===== src/rtl/dac_channel_scheduler_if.sv =====
// dac_channel_scheduler_if
// Bundles the signals between the DAC channel scheduler and the blocks around it.
// The blocks around it are the UART register decoder, the external SPI shifter
// and the 74HC4051 mux pins.
//
// Signals:
//   en        scheduler enable
//   wr_valid  one-cycle shadow-write strobe
//   wr_ch     channel index of the write
//   wr_data   12-bit DAC code of the write
//   spi_start one-cycle pulse that starts an SPI frame
//   spi_word  16-bit AD5320 frame, held stable while the frame is shifted out
//   spi_done  one-cycle pulse from the shifter when the frame has finished
//   mux_pos   HC4051 select
//   mux_inh   HC4051 inhibit (1 = all outputs disconnected)
//   busy      scheduler not idle
//   cur_ch    channel currently or last serviced
//
// Modports:
//   slave  - the scheduler side
//   master - the environment side (register decoder / shifter / bench)
interface dac_channel_scheduler_if #(
  parameter int N_CH = 8
);
  localparam int CH_W = $clog2(N_CH);

  logic            en;
  logic            wr_valid;
  logic [CH_W-1:0] wr_ch;
  logic [11:0]     wr_data;
  logic            spi_start;
  logic [15:0]     spi_word;
  logic            spi_done;
  logic [CH_W-1:0] mux_pos;
  logic            mux_inh;
  logic            busy;
  logic [CH_W-1:0] cur_ch;

  modport slave (
    input  en, wr_valid, wr_ch, wr_data, spi_done,
    output spi_start, spi_word, mux_pos, mux_inh, busy, cur_ch
  );

  modport master (
    output en, wr_valid, wr_ch, wr_data, spi_done,
    input  spi_start, spi_word, mux_pos, mux_inh, busy, cur_ch
  );
endinterface


===== src/rtl/dac_channel_scheduler.sv =====
// dac_channel_scheduler
// Time-shares one 12-bit AD5320 DAC across N_CH sample-and-hold outputs.
// The outputs are selected through a 74HC4051 analogue demux. Each channel has
// a shadow code register written by the UART register decoder. Newly written
// (dirty) channels are refreshed first. When no channel is dirty, the channels
// are refreshed in round-robin order.
//
// Refresh of one channel:
//   1. PICK     - choose the channel and move the mux select while inhibited.
//   2. LOAD     - pulse spi_start with the frame for that channel.
//   3. WAIT_SPI - wait for the shifter to report spi_done.
//   4. SETTLE   - let the DAC output settle with the mux still inhibited.
//   5. HOLD     - connect the mux so the hold capacitor charges.
//   6. RELEASE  - inhibit again before anything else changes.
//
// Ports:
//   clk    core clock
//   rst_n  asynchronous active-low reset
//   bus    scheduler side of dac_channel_scheduler_if (write port, SPI
//          handshake, mux controls, status)
module dac_channel_scheduler #(
  parameter int N_CH          = 8,
  parameter int SETTLE_CYCLES = 64,
  parameter int HOLD_CYCLES   = 256
) (
  input  logic                     clk,
  input  logic                     rst_n,
  dac_channel_scheduler_if.slave   bus
);

  localparam int CH_W    = $clog2(N_CH);
  localparam int MAX_CNT = (SETTLE_CYCLES > HOLD_CYCLES) ? SETTLE_CYCLES : HOLD_CYCLES;
  localparam int CNT_W   = $clog2(MAX_CNT + 1);

  localparam logic [CNT_W-1:0] SETTLE_LAST = CNT_W'(SETTLE_CYCLES - 1);
  localparam logic [CNT_W-1:0] HOLD_LAST   = CNT_W'(HOLD_CYCLES - 1);
  localparam logic [CH_W-1:0]  LAST_CH     = CH_W'(N_CH - 1);

  typedef enum logic [2:0] {
    S_IDLE,
    S_PICK,
    S_LOAD,
    S_WAIT_SPI,
    S_SETTLE,
    S_HOLD,
    S_RELEASE
  } state_t;

  state_t          state_q, state_d;
  logic [CNT_W-1:0] cnt_q, cnt_d;
  logic [CH_W-1:0] cur_ch_q, cur_ch_d;
  logic [CH_W-1:0] mux_pos_q, mux_pos_d;
  logic            mux_inh_q, mux_inh_d;
  logic            busy_q, busy_d;
  logic            spi_start_q, spi_start_d;
  logic [15:0]     spi_word_q, spi_word_d;
  logic [N_CH-1:0] dirty_q, dirty_d;
  logic [11:0]     shadow_q [N_CH];
  logic [11:0]     shadow_d [N_CH];

  logic [CH_W-1:0] pick_ch;
  logic [CH_W-1:0] pick_cand;
  logic            pick_found;
  logic [11:0]     pick_code;

  // Channel selection for the next PICK.
  // The search starts one past the current channel and wraps around. The last
  // candidate is the current channel itself, so a channel rewritten while it
  // was being serviced is still found. When nothing is dirty, the result falls
  // back to the plain round-robin successor.
  always_comb begin
    pick_ch    = cur_ch_q + CH_W'(1);
    pick_cand  = '0;
    pick_found = 1'b0;
    for (int i = 1; i <= N_CH; i++) begin
      pick_cand = cur_ch_q + CH_W'(i);
      if (!pick_found && dirty_q[pick_cand]) begin
        pick_ch    = pick_cand;
        pick_found = 1'b1;
      end
    end
  end

  // The frame is captured as the FSM enters LOAD, so spi_word is already valid
  // in the same cycle spi_start is high. A write to the picked channel in that
  // PICK cycle is forwarded. The word therefore matches what shadow[cur_ch]
  // holds during LOAD. Writes from LOAD onwards do not touch the word in flight.
  always_comb begin
    pick_code = shadow_q[pick_ch];
    if (bus.wr_valid && (bus.wr_ch == pick_ch)) begin
      pick_code = bus.wr_data;
    end
  end

  // Next-state and datapath logic.
  // The shadow write is applied after the FSM cases, so a write to the channel
  // whose dirty bit LOAD is clearing wins and leaves the bit set. Registered
  // outputs are derived from the next state, so each output is aligned with
  // the state it belongs to.
  always_comb begin
    state_d    = state_q;
    cnt_d      = cnt_q;
    cur_ch_d   = cur_ch_q;
    mux_pos_d  = mux_pos_q;
    spi_word_d = spi_word_q;
    dirty_d    = dirty_q;
    shadow_d   = shadow_q;

    case (state_q)
      S_IDLE: begin
        if (bus.en) begin
          state_d = S_PICK;
        end
      end

      S_PICK: begin
        cur_ch_d   = pick_ch;
        mux_pos_d  = pick_ch;
        spi_word_d = {2'b00, 2'b00, pick_code};
        state_d    = S_LOAD;
      end

      S_LOAD: begin
        dirty_d[cur_ch_q] = 1'b0;
        state_d           = S_WAIT_SPI;
      end

      S_WAIT_SPI: begin
        if (bus.spi_done) begin
          cnt_d   = '0;
          state_d = S_SETTLE;
        end
      end

      S_SETTLE: begin
        if (cnt_q == SETTLE_LAST) begin
          cnt_d   = '0;
          state_d = S_HOLD;
        end else begin
          cnt_d = cnt_q + CNT_W'(1);
        end
      end

      S_HOLD: begin
        if (cnt_q == HOLD_LAST) begin
          cnt_d   = '0;
          state_d = S_RELEASE;
        end else begin
          cnt_d = cnt_q + CNT_W'(1);
        end
      end

      S_RELEASE: begin
        state_d = bus.en ? S_PICK : S_IDLE;
      end

      default: begin
        state_d = S_IDLE;
      end
    endcase

    if (bus.wr_valid) begin
      shadow_d[bus.wr_ch] = bus.wr_data;
      dirty_d[bus.wr_ch]  = 1'b1;
    end
  end

  // Registered outputs.
  // The mux is connected only during HOLD, so break-before-make holds: mux_pos
  // only moves on leaving PICK, which is several states away from HOLD.
  always_comb begin
    spi_start_d = (state_d == S_LOAD);
    mux_inh_d   = (state_d != S_HOLD);
    busy_d      = (state_d != S_IDLE);
  end

  // State register.
  // Reset inhibits the mux at once. It also marks every channel dirty, so all
  // hold capacitors are rewritten with code 0 after reset. cur_ch starts at the
  // last channel so that the first pick lands on channel 0.
  always_ff @(posedge clk or negedge rst_n) begin
    if (!rst_n) begin
      state_q     <= S_IDLE;
      cnt_q       <= '0;
      cur_ch_q    <= LAST_CH;
      mux_pos_q   <= '0;
      mux_inh_q   <= 1'b1;
      busy_q      <= 1'b0;
      spi_start_q <= 1'b0;
      spi_word_q  <= '0;
      dirty_q     <= '1;
      for (int i = 0; i < N_CH; i++) begin
        shadow_q[i] <= '0;
      end
    end else begin
      state_q     <= state_d;
      cnt_q       <= cnt_d;
      cur_ch_q    <= cur_ch_d;
      mux_pos_q   <= mux_pos_d;
      mux_inh_q   <= mux_inh_d;
      busy_q      <= busy_d;
      spi_start_q <= spi_start_d;
      spi_word_q  <= spi_word_d;
      dirty_q     <= dirty_d;
      shadow_q    <= shadow_d;
    end
  end

  assign bus.spi_start = spi_start_q;
  assign bus.spi_word  = spi_word_q;
  assign bus.mux_pos   = mux_pos_q;
  assign bus.mux_inh   = mux_inh_q;
  assign bus.busy      = busy_q;
  assign bus.cur_ch    = cur_ch_q;

endmodule


===== src/flat_wrapper.sv =====
// flat-port wrapper written by rule: the top's interface ports become plain ports
module dac_channel_scheduler_flat 
#(
  parameter int N_CH          = 8,
  parameter int SETTLE_CYCLES = 64,
  parameter int HOLD_CYCLES   = 256
)
  (clk, rst_n, bus_en, bus_wr_valid, bus_wr_ch, bus_wr_data, bus_spi_done, bus_spi_start, bus_spi_word, bus_mux_pos, bus_mux_inh, bus_busy, bus_cur_ch);
  dac_channel_scheduler_if #(.N_CH(N_CH)) bus_i ();
  input  logic clk;
  input  logic rst_n;
  input wire logic [$bits(bus_i.en)-1:0] bus_en;
  input wire logic [$bits(bus_i.wr_valid)-1:0] bus_wr_valid;
  input wire logic [$bits(bus_i.wr_ch)-1:0] bus_wr_ch;
  input wire logic [$bits(bus_i.wr_data)-1:0] bus_wr_data;
  input wire logic [$bits(bus_i.spi_done)-1:0] bus_spi_done;
  output wire logic [$bits(bus_i.spi_start)-1:0] bus_spi_start;
  output wire logic [$bits(bus_i.spi_word)-1:0] bus_spi_word;
  output wire logic [$bits(bus_i.mux_pos)-1:0] bus_mux_pos;
  output wire logic [$bits(bus_i.mux_inh)-1:0] bus_mux_inh;
  output wire logic [$bits(bus_i.busy)-1:0] bus_busy;
  output wire logic [$bits(bus_i.cur_ch)-1:0] bus_cur_ch;
  assign bus_i.en = bus_en;
  assign bus_i.wr_valid = bus_wr_valid;
  assign bus_i.wr_ch = bus_wr_ch;
  assign bus_i.wr_data = bus_wr_data;
  assign bus_i.spi_done = bus_spi_done;
  assign bus_spi_start = bus_i.spi_start;
  assign bus_spi_word = bus_i.spi_word;
  assign bus_mux_pos = bus_i.mux_pos;
  assign bus_mux_inh = bus_i.mux_inh;
  assign bus_busy = bus_i.busy;
  assign bus_cur_ch = bus_i.cur_ch;
  dac_channel_scheduler #(.N_CH(N_CH), .SETTLE_CYCLES(SETTLE_CYCLES), .HOLD_CYCLES(HOLD_CYCLES)) u_core (.clk(clk), .rst_n(rst_n), .bus(bus_i));
endmodule

===== config.mk =====
export PLATFORM = sky130hd
export DESIGN_NAME = dac_channel_scheduler_flat
export DESIGN_NICKNAME = d
export VERILOG_FILES = /design/src/rtl/dac_channel_scheduler_if.sv /design/src/rtl/dac_channel_scheduler.sv /design/src/flat_wrapper.sv
export SDC_FILE = /design/constraint.sdc
export NUM_CORES = 1
export LEC_CHECK = 0
export ABC_CLOCK_PERIOD_IN_PS = 3800
export CAP_MARGIN = 40
export CORE_UTILIZATION = 45
export DETAILED_ROUTE_END_ITERATION = 7
export HOLD_SLACK_MARGIN = 0.12
export PLACE_DENSITY = 0.65
export SLEW_MARGIN = 15
export SYNTH_ARGS = -nofsm -noshare
export SYNTH_HDL_FRONTEND = slang
export SYNTH_SLANG_ARGS = --single-unit

===== constraint.sdc =====
create_clock -name clk -period 3.8 [get_ports clk]
set_clock_uncertainty 0.2 [all_clocks]
set_input_delay 0.76 -clock clk [delete_from_list [all_inputs] [get_ports clk]]
set_output_delay 0.76 -clock clk [all_outputs]
set_load 0.05 [all_outputs]

# After elaboration in Yosys (flattened, before gate mapping)
# Index checks and enable logic that the tools add are counted.
# totals
register_bits	137
in_bits	20
# op_classes
n_addsub	8
magnitude_cmp	14
eq_ne	12
muxes	53
n_bitwise	5
n_reduce_logical	22
# ops
cell	n
96-bit bitwise mux	1
12-bit 2-to-1 mux	4
12-bit binary-select mux with 3-bit select	1
12-bit demux with 3-bit select	1
3-bit by 4-bit less-than comparator with 1-bit output, second input constant	9
3-bit 2-to-1 mux	11
9-bit 2-to-1 mux	3
9-bit one-hot mux with 3 select lines	1
1-bit binary-select mux with 3-bit select	8
3-bit one-hot mux with 7 select lines	1
1-bit 2-to-1 mux	18
8-bit 2-to-1 mux	2
3-bit adder, second input constant	4
1-bit logical AND	11
9-bit by 1-bit adder with 9-bit output, second input constant	1
3-bit by 2-bit == test with 1-bit output, second input constant	3
3-bit == test, second input constant	3
9-bit by 6-bit == test with 1-bit output, second input constant	1
9-bit by 8-bit == test with 1-bit output, second input constant	1
8-bit bitwise AND	1
4-bit greater-or-equal comparator, second input constant	2
3-bit NOT with 4-bit output	2
8-bit NOT	1
8-bit bitwise OR	1
other kinds (13)	23

# Depth between registers and ports, before layout
# depth
word_depth	30
ltp_mapped	16
ltp_nobuf	11

# Worst setup path before layout
# Ideal clock, no wire load.
# synth_timing
path_kind	register to register
startpoint	register u_core.cur_ch_q[0], in the netlist u_core.bus.cur_ch[0]
endpoint	register u_core.spi_word_q[10], in the netlist u_core.bus.spi_word[10]
setup_ns	0.127
t_arrival_ns	3.926
setup_slack_ns	-0.453
stages_incl_launch_ff	16
period_less_slack_ns	4.253
path_cell_list	dfstp_2 buf_6 inv_2 ha_1 buf_2 buf_2 mux2_1 mux4_2 nor2_1 a31oi_1 o2111ai_1 clkbuf_1 a21oi_1 a2111o_1 nand4b_1 o21ai_1
# synth_between
elab_chain_cells	30
# synth_rtl
item	line_no	source
from (decl)	dac_channel_scheduler.sv:51	logic [CH_W-1:0] cur_ch_q, cur_ch_d;
from (signal assigned)	dac_channel_scheduler.sv:198	cur_ch_q <= cur_ch_d;
3-bit by 1-bit adder with 3-bit output	dac_channel_scheduler.sv:72, dac_channel_scheduler.sv:76	
1-bit binary-select mux with 3-bit select	dac_channel_scheduler.sv:77	if (!pick_found && dirty_q[pick_cand]) begin
1-bit 2-to-1 mux (not written as such)	dac_channel_scheduler.sv:77	
1-bit 2-to-1 mux	dac_channel_scheduler.sv:77	
1-bit logical NOT	dac_channel_scheduler.sv:77	
1-bit logical AND	dac_channel_scheduler.sv:77	
1-bit 2-to-1 mux	dac_channel_scheduler.sv:77	
1-bit logical NOT	dac_channel_scheduler.sv:77	
[... 13 more ...]	n/a	
1-bit 2-to-1 mux	dac_channel_scheduler.sv:77	
1-bit logical NOT	dac_channel_scheduler.sv:77	
1-bit logical AND	dac_channel_scheduler.sv:77	
3-bit 2-to-1 mux *	dac_channel_scheduler.sv:77	
3-bit NOT with 4-bit output (not written as such)	dac_channel_scheduler.sv:89	pick_code = shadow_q[pick_ch];
12-bit binary-select mux with 3-bit select	dac_channel_scheduler.sv:89	
12-bit 2-to-1 mux (not written as such) (2 in a row)	dac_channel_scheduler.sv:89	
12-bit 2-to-1 mux *	dac_channel_scheduler.sv:90	if (bus.wr_valid && (bus.wr_ch == pick_ch)) begin
to (signal assigned)	dac_channel_scheduler.sv:203	spi_word_q <= spi_word_d;
to (decl)	dac_channel_scheduler.sv:56	logic [15:0] spi_word_q, spi_word_d;
# Mark *: on every way between the ends. The rest lies on a longest branch, timed or not. The select of a mux whose other input is x is not followed.
# A chain may end at the register's enable or synchronous reset.

# Final worst setup path
# layout_timing
startpoint	register u_core.cur_ch_q[0], in the netlist u_core.bus.cur_ch[0]
endpoint	register u_core.spi_word_q[8], in the netlist u_core.bus.spi_word[8]
# The elaborated chain is that of the path after synthesis.

==> results.yml <==
die:
  die_height_um: 133
  design.die.area_um2: 17800
  core_area_um2: 16700
  die_w_um: 133
  floorplan.initialDensity_pct: 46.5
  pin_count: 45
  fp_rows: 47
synth:
  synth-seq-area-share_pct: 44.3
  synth_top_flop_cell: "sky130_fd_sc_hd__dfrtp_1"
  postSynthRegisterBits: 137
  syn_avg_cell_area_um2: 10.8
  synth_cell_type_count: 63
  netlist_instances: 719
  synth_area_um2: 7770
  synth_enable_flop_cells: 0
  yosysWarningCount: 0
  async_flop_share_pct: 100
critical_path:
  endpoint_kind: "flip-flop"
  setup.worst_path.class: "reg2reg"
  critPathLaunchType: "flip-flop"
  worst_path_fanout_max: 22
  worstPathArrival_ns: 3.88
  worst_ep_required_time_ns: 3.90
  timing.reg2reg.setup_slack_ns: 0.03
grt:
  via_count_of_the_first_global_routing_pass: 6320
  grt_use_total_pct: 26.0
  maximum_number_of_pins_on_one_net_before_global_route_repair: 88
  grt_antenna_before_repair: 0
  grt_pass1_wl_um: 35100
  gr-total-overflow: 0
timing:
  setup_violators_final: 0
  rsz0062_at_grt: "yes"
  period_needed_ns: 3.77
  worst_slew_pin_slew_ns: 0.512
  drv_slew: 0
  relSlewSlack_pct: 65.7
  timing.final.hold_violations: 0
  setup_total_negative_slack_ns: 0
  highest_clock_rate_mhz: 265
  finalCritPeriodShare_pct: 99.3
clock_tree:
  cts.clk_slew.worst_paths_ns: 0.06
  htree_levels: 4
  cts_made_buffers: 17
  cts_buffer_depth: 2
  clock_sink_count: 137
  clock_tree.root_cell: "sky130_fd_sc_hd__clkbuf_16"
  tritoncts: "built"
  clock_insertion_delay_worst_skew_ns: 0.43
route:
  number_of_nets_with_antenna_violations_after_detailed_routing: 0
  detail_route.wl_per_cell_um: 22.4
  drcViolationCount: 0
  drt_first_iter_violations: 435
  num_vias: 6349
  drt_pass1_iterations: 5
  totalWireLength_um: 23000
  via_per_inst: 6.19
placed_design:
  place.detailed.instances: 975
  io_buffer_count: 40
  place_hpwl_um: 14100
  gpl.final_weighted_congestion: 0.842
layout:
  post_route_cells_drive_above_1_share_pct: 32.3
  area.growth.synth_to_final_pct: 24.9
  layoutNonFillerInstCount: 1026
  diodes: 0
  fin_nets: 822
  fill_cells: 1356
outcome:
  run_status: "complete, no violations"
job:
  cap_violations: 0
power:
  power_density_nw_per_um2: 428
  ir_drop_mv: 0.339
  power.static_leakage_nw: 4.10
hold_path:
  hold_path.class: "reg2reg"
[final cells by class]
type	count	area, um^2	area share, %
repair buffers	108	1120	11.5
flip-flops and latches	137	3450	35.5
inverters	34	138	1.42
clock buffers	18	429	4.42
multi-input cells	495	4130	42.6
well taps	220	275	2.84
clock inverters	14	165	1.70
[placed cells by master (no fill, tap or decap), types with 14 or more instances in the layout]
cell type / synthesis / layout
sky130_fd_sc_hd__a21oi_1: 30 / 29
sky130_fd_sc_hd__and3_1: 17 / 17
sky130_fd_sc_hd__clkbuf_16: 0 / 21
sky130_fd_sc_hd__buf_4: 4 / 48
sky130_fd_sc_hd__nand3_1: 31 / 30
sky130_fd_sc_hd__o21ai_1: 13 / 14
sky130_fd_sc_hd__a2111o_1: 24 / 24
sky130_fd_sc_hd__mux2_2: 103 / 103
sky130_fd_sc_hd__nor2_1: 14 / 14
sky130_fd_sc_hd__clkdlybuf4s50_1: 0 / 39
sky130_fd_sc_hd__nand4b_1: 14 / 14
sky130_fd_sc_hd__o21ai_0: 18 / 17
sky130_fd_sc_hd__inv_1: 33 / 32
sky130_fd_sc_hd__nand2_1: 61 / 60
sky130_fd_sc_hd__dfrtp_1: 125 / 125
[power breakdown]
group / internal, W / switching, W
clock: 0.000985 / 0.000685
sequential: 0.00169 / 0.000132
combinational: 0.000340 / 0.000316
total: 0.00302 / 0.00113
[Yosys cell counts (12+ instances only)]
library cell / instances / area [um^2]
sky130_fd_sc_hd__nand4b_1: 14 / 123
sky130_fd_sc_hd__dfrtp_1: 125 / 3130
sky130_fd_sc_hd__o21ai_1: 13 / 65.1
sky130_fd_sc_hd__mux2_2: 103 / 1160
sky130_fd_sc_hd__nand3_1: 31 / 155
sky130_fd_sc_hd__a41oi_1: 13 / 114
sky130_fd_sc_hd__o21ai_0: 18 / 90.1
sky130_fd_sc_hd__nand2_1: 61 / 229
sky130_fd_sc_hd__a21oi_1: 30 / 150
sky130_fd_sc_hd__dfstp_2: 12 / 315
sky130_fd_sc_hd__and2_1: 14 / 87.6
sky130_fd_sc_hd__inv_1: 33 / 124
sky130_fd_sc_hd__o221ai_1: 12 / 105
sky130_fd_sc_hd__nor3_1: 13 / 65.1
sky130_fd_sc_hd__clkbuf_1: 39 / 146
sky130_fd_sc_hd__a2111o_1: 24 / 270
sky130_fd_sc_hd__nor2_1: 14 / 52.6
sky130_fd_sc_hd__and3_1: 17 / 106
[registers in the layout (all words and copies together), names as in the netlist]
| signal | count |
|---|---|
| u_core.dirty_q | 8 |
| u_core.bus.mux_inh | 1 |
| u_core.bus.mux_pos | 3 |
| u_core.state_q | 3 |
| u_core.bus.cur_ch | 3 |
| u_core.bus.spi_start | 1 |
| u_core.bus.spi_word | 12 |
| u_core.cnt_q | 9 |
| u_core.shadow_q | 96 |
| u_core.bus.busy | 1 |
[through the flow]
step / hold WS, ns / power [W] / worst slack, ns / util [%] / area, um^2
global route: 0.318 / 0.00432 / -0.108 / 58.1 / 9700
global placement: 0.278 / 0.00243 / 0.0530 / 52.2 / 8710
finish: 0.293 / 0.00415 / 0.0250 / 58.1 / 9700
CTS: 0.289 / 0.00415 / 0.00615 / 56.0 / 9360
detailed placement: 0.279 / 0.00247 / -0.0223 / 52.3 / 8740
floorplan: 0.263 / 0.00225 / -0.149 / - / 7890
[critical path: stages, from the launching register on]
cell	delay [ns]
sky130_fd_sc_hd__dfstp_2	0.62
sky130_fd_sc_hd__inv_8	0.05
sky130_fd_sc_hd__ha_4	0.31
sky130_fd_sc_hd__mux2_2	0.33
sky130_fd_sc_hd__mux4_2	0.55
sky130_fd_sc_hd__buf_4	0.17
sky130_fd_sc_hd__nor2_1	0.09
sky130_fd_sc_hd__a31oi_1	0.08
sky130_fd_sc_hd__o2111ai_2	0.35
sky130_fd_sc_hd__buf_12	0.22
sky130_fd_sc_hd__a21oi_1	0.09
sky130_fd_sc_hd__a2111o_1	0.38
sky130_fd_sc_hd__nand4b_1	0.11
sky130_fd_sc_hd__o21ai_1	0.08
[what timing repair did]
item / CTS / global route
hold buffers: 1 / 0
endpoints found under the hold margin: 24 / 0
endpoints found under the setup margin: 2 / 12
pin swaps: 1 / 13
setup buffers: 2 / 11
resized for setup: 0 / 38
cloned: 0 / 5
[cells by family (layout without fill, tap and decap cells)]
logic type               after synthesis  count (layout)  share of synthesized area [%]
flip-flops                           137             137                           44.3
AND/OR/NAND/NOR                      193             193                           13.1
multiplexers                         124             124                           19.3
buffers and inverters                 90             174                           5.07
AO/OA/AOI/OAI                        158             158                           15.9
other                                  1               4                         0.0483
XOR/XNOR                               7               7                          0.789
adder cells (fa/ha/maj)                9               9                           1.45
[metal layers]
layer  vias up  global-route usage [%]  wire length (um)
li1       2828                       -                 -
met1      3184                    35.7              9800
met2       286                    41.5             11000
met3        51                    4.60              1740
met4         0                    8.71               500
met5         -                       0                 0
[path summary, 6_finish.rpt]
check / start / to / depth (start not counted)
max: u_core.bus.cur_ch[0] / u_core.bus.spi_word[8] / 13
min: u_core.bus.mux_pos[2] / u_core.bus.mux_pos[2] / 2
max reg2reg: u_core.bus.cur_ch[0] / u_core.bus.spi_word[8] / 13
min reg2reg: u_core.bus.mux_pos[2] / u_core.bus.mux_pos[2] / 2
max in group asynchronous: rst_n / u_core.shadow_q[54] / 4
min in group asynchronous: rst_n / u_core.cnt_q[8] / 2
No activity file was read; power rests on OpenSTA's default activity.
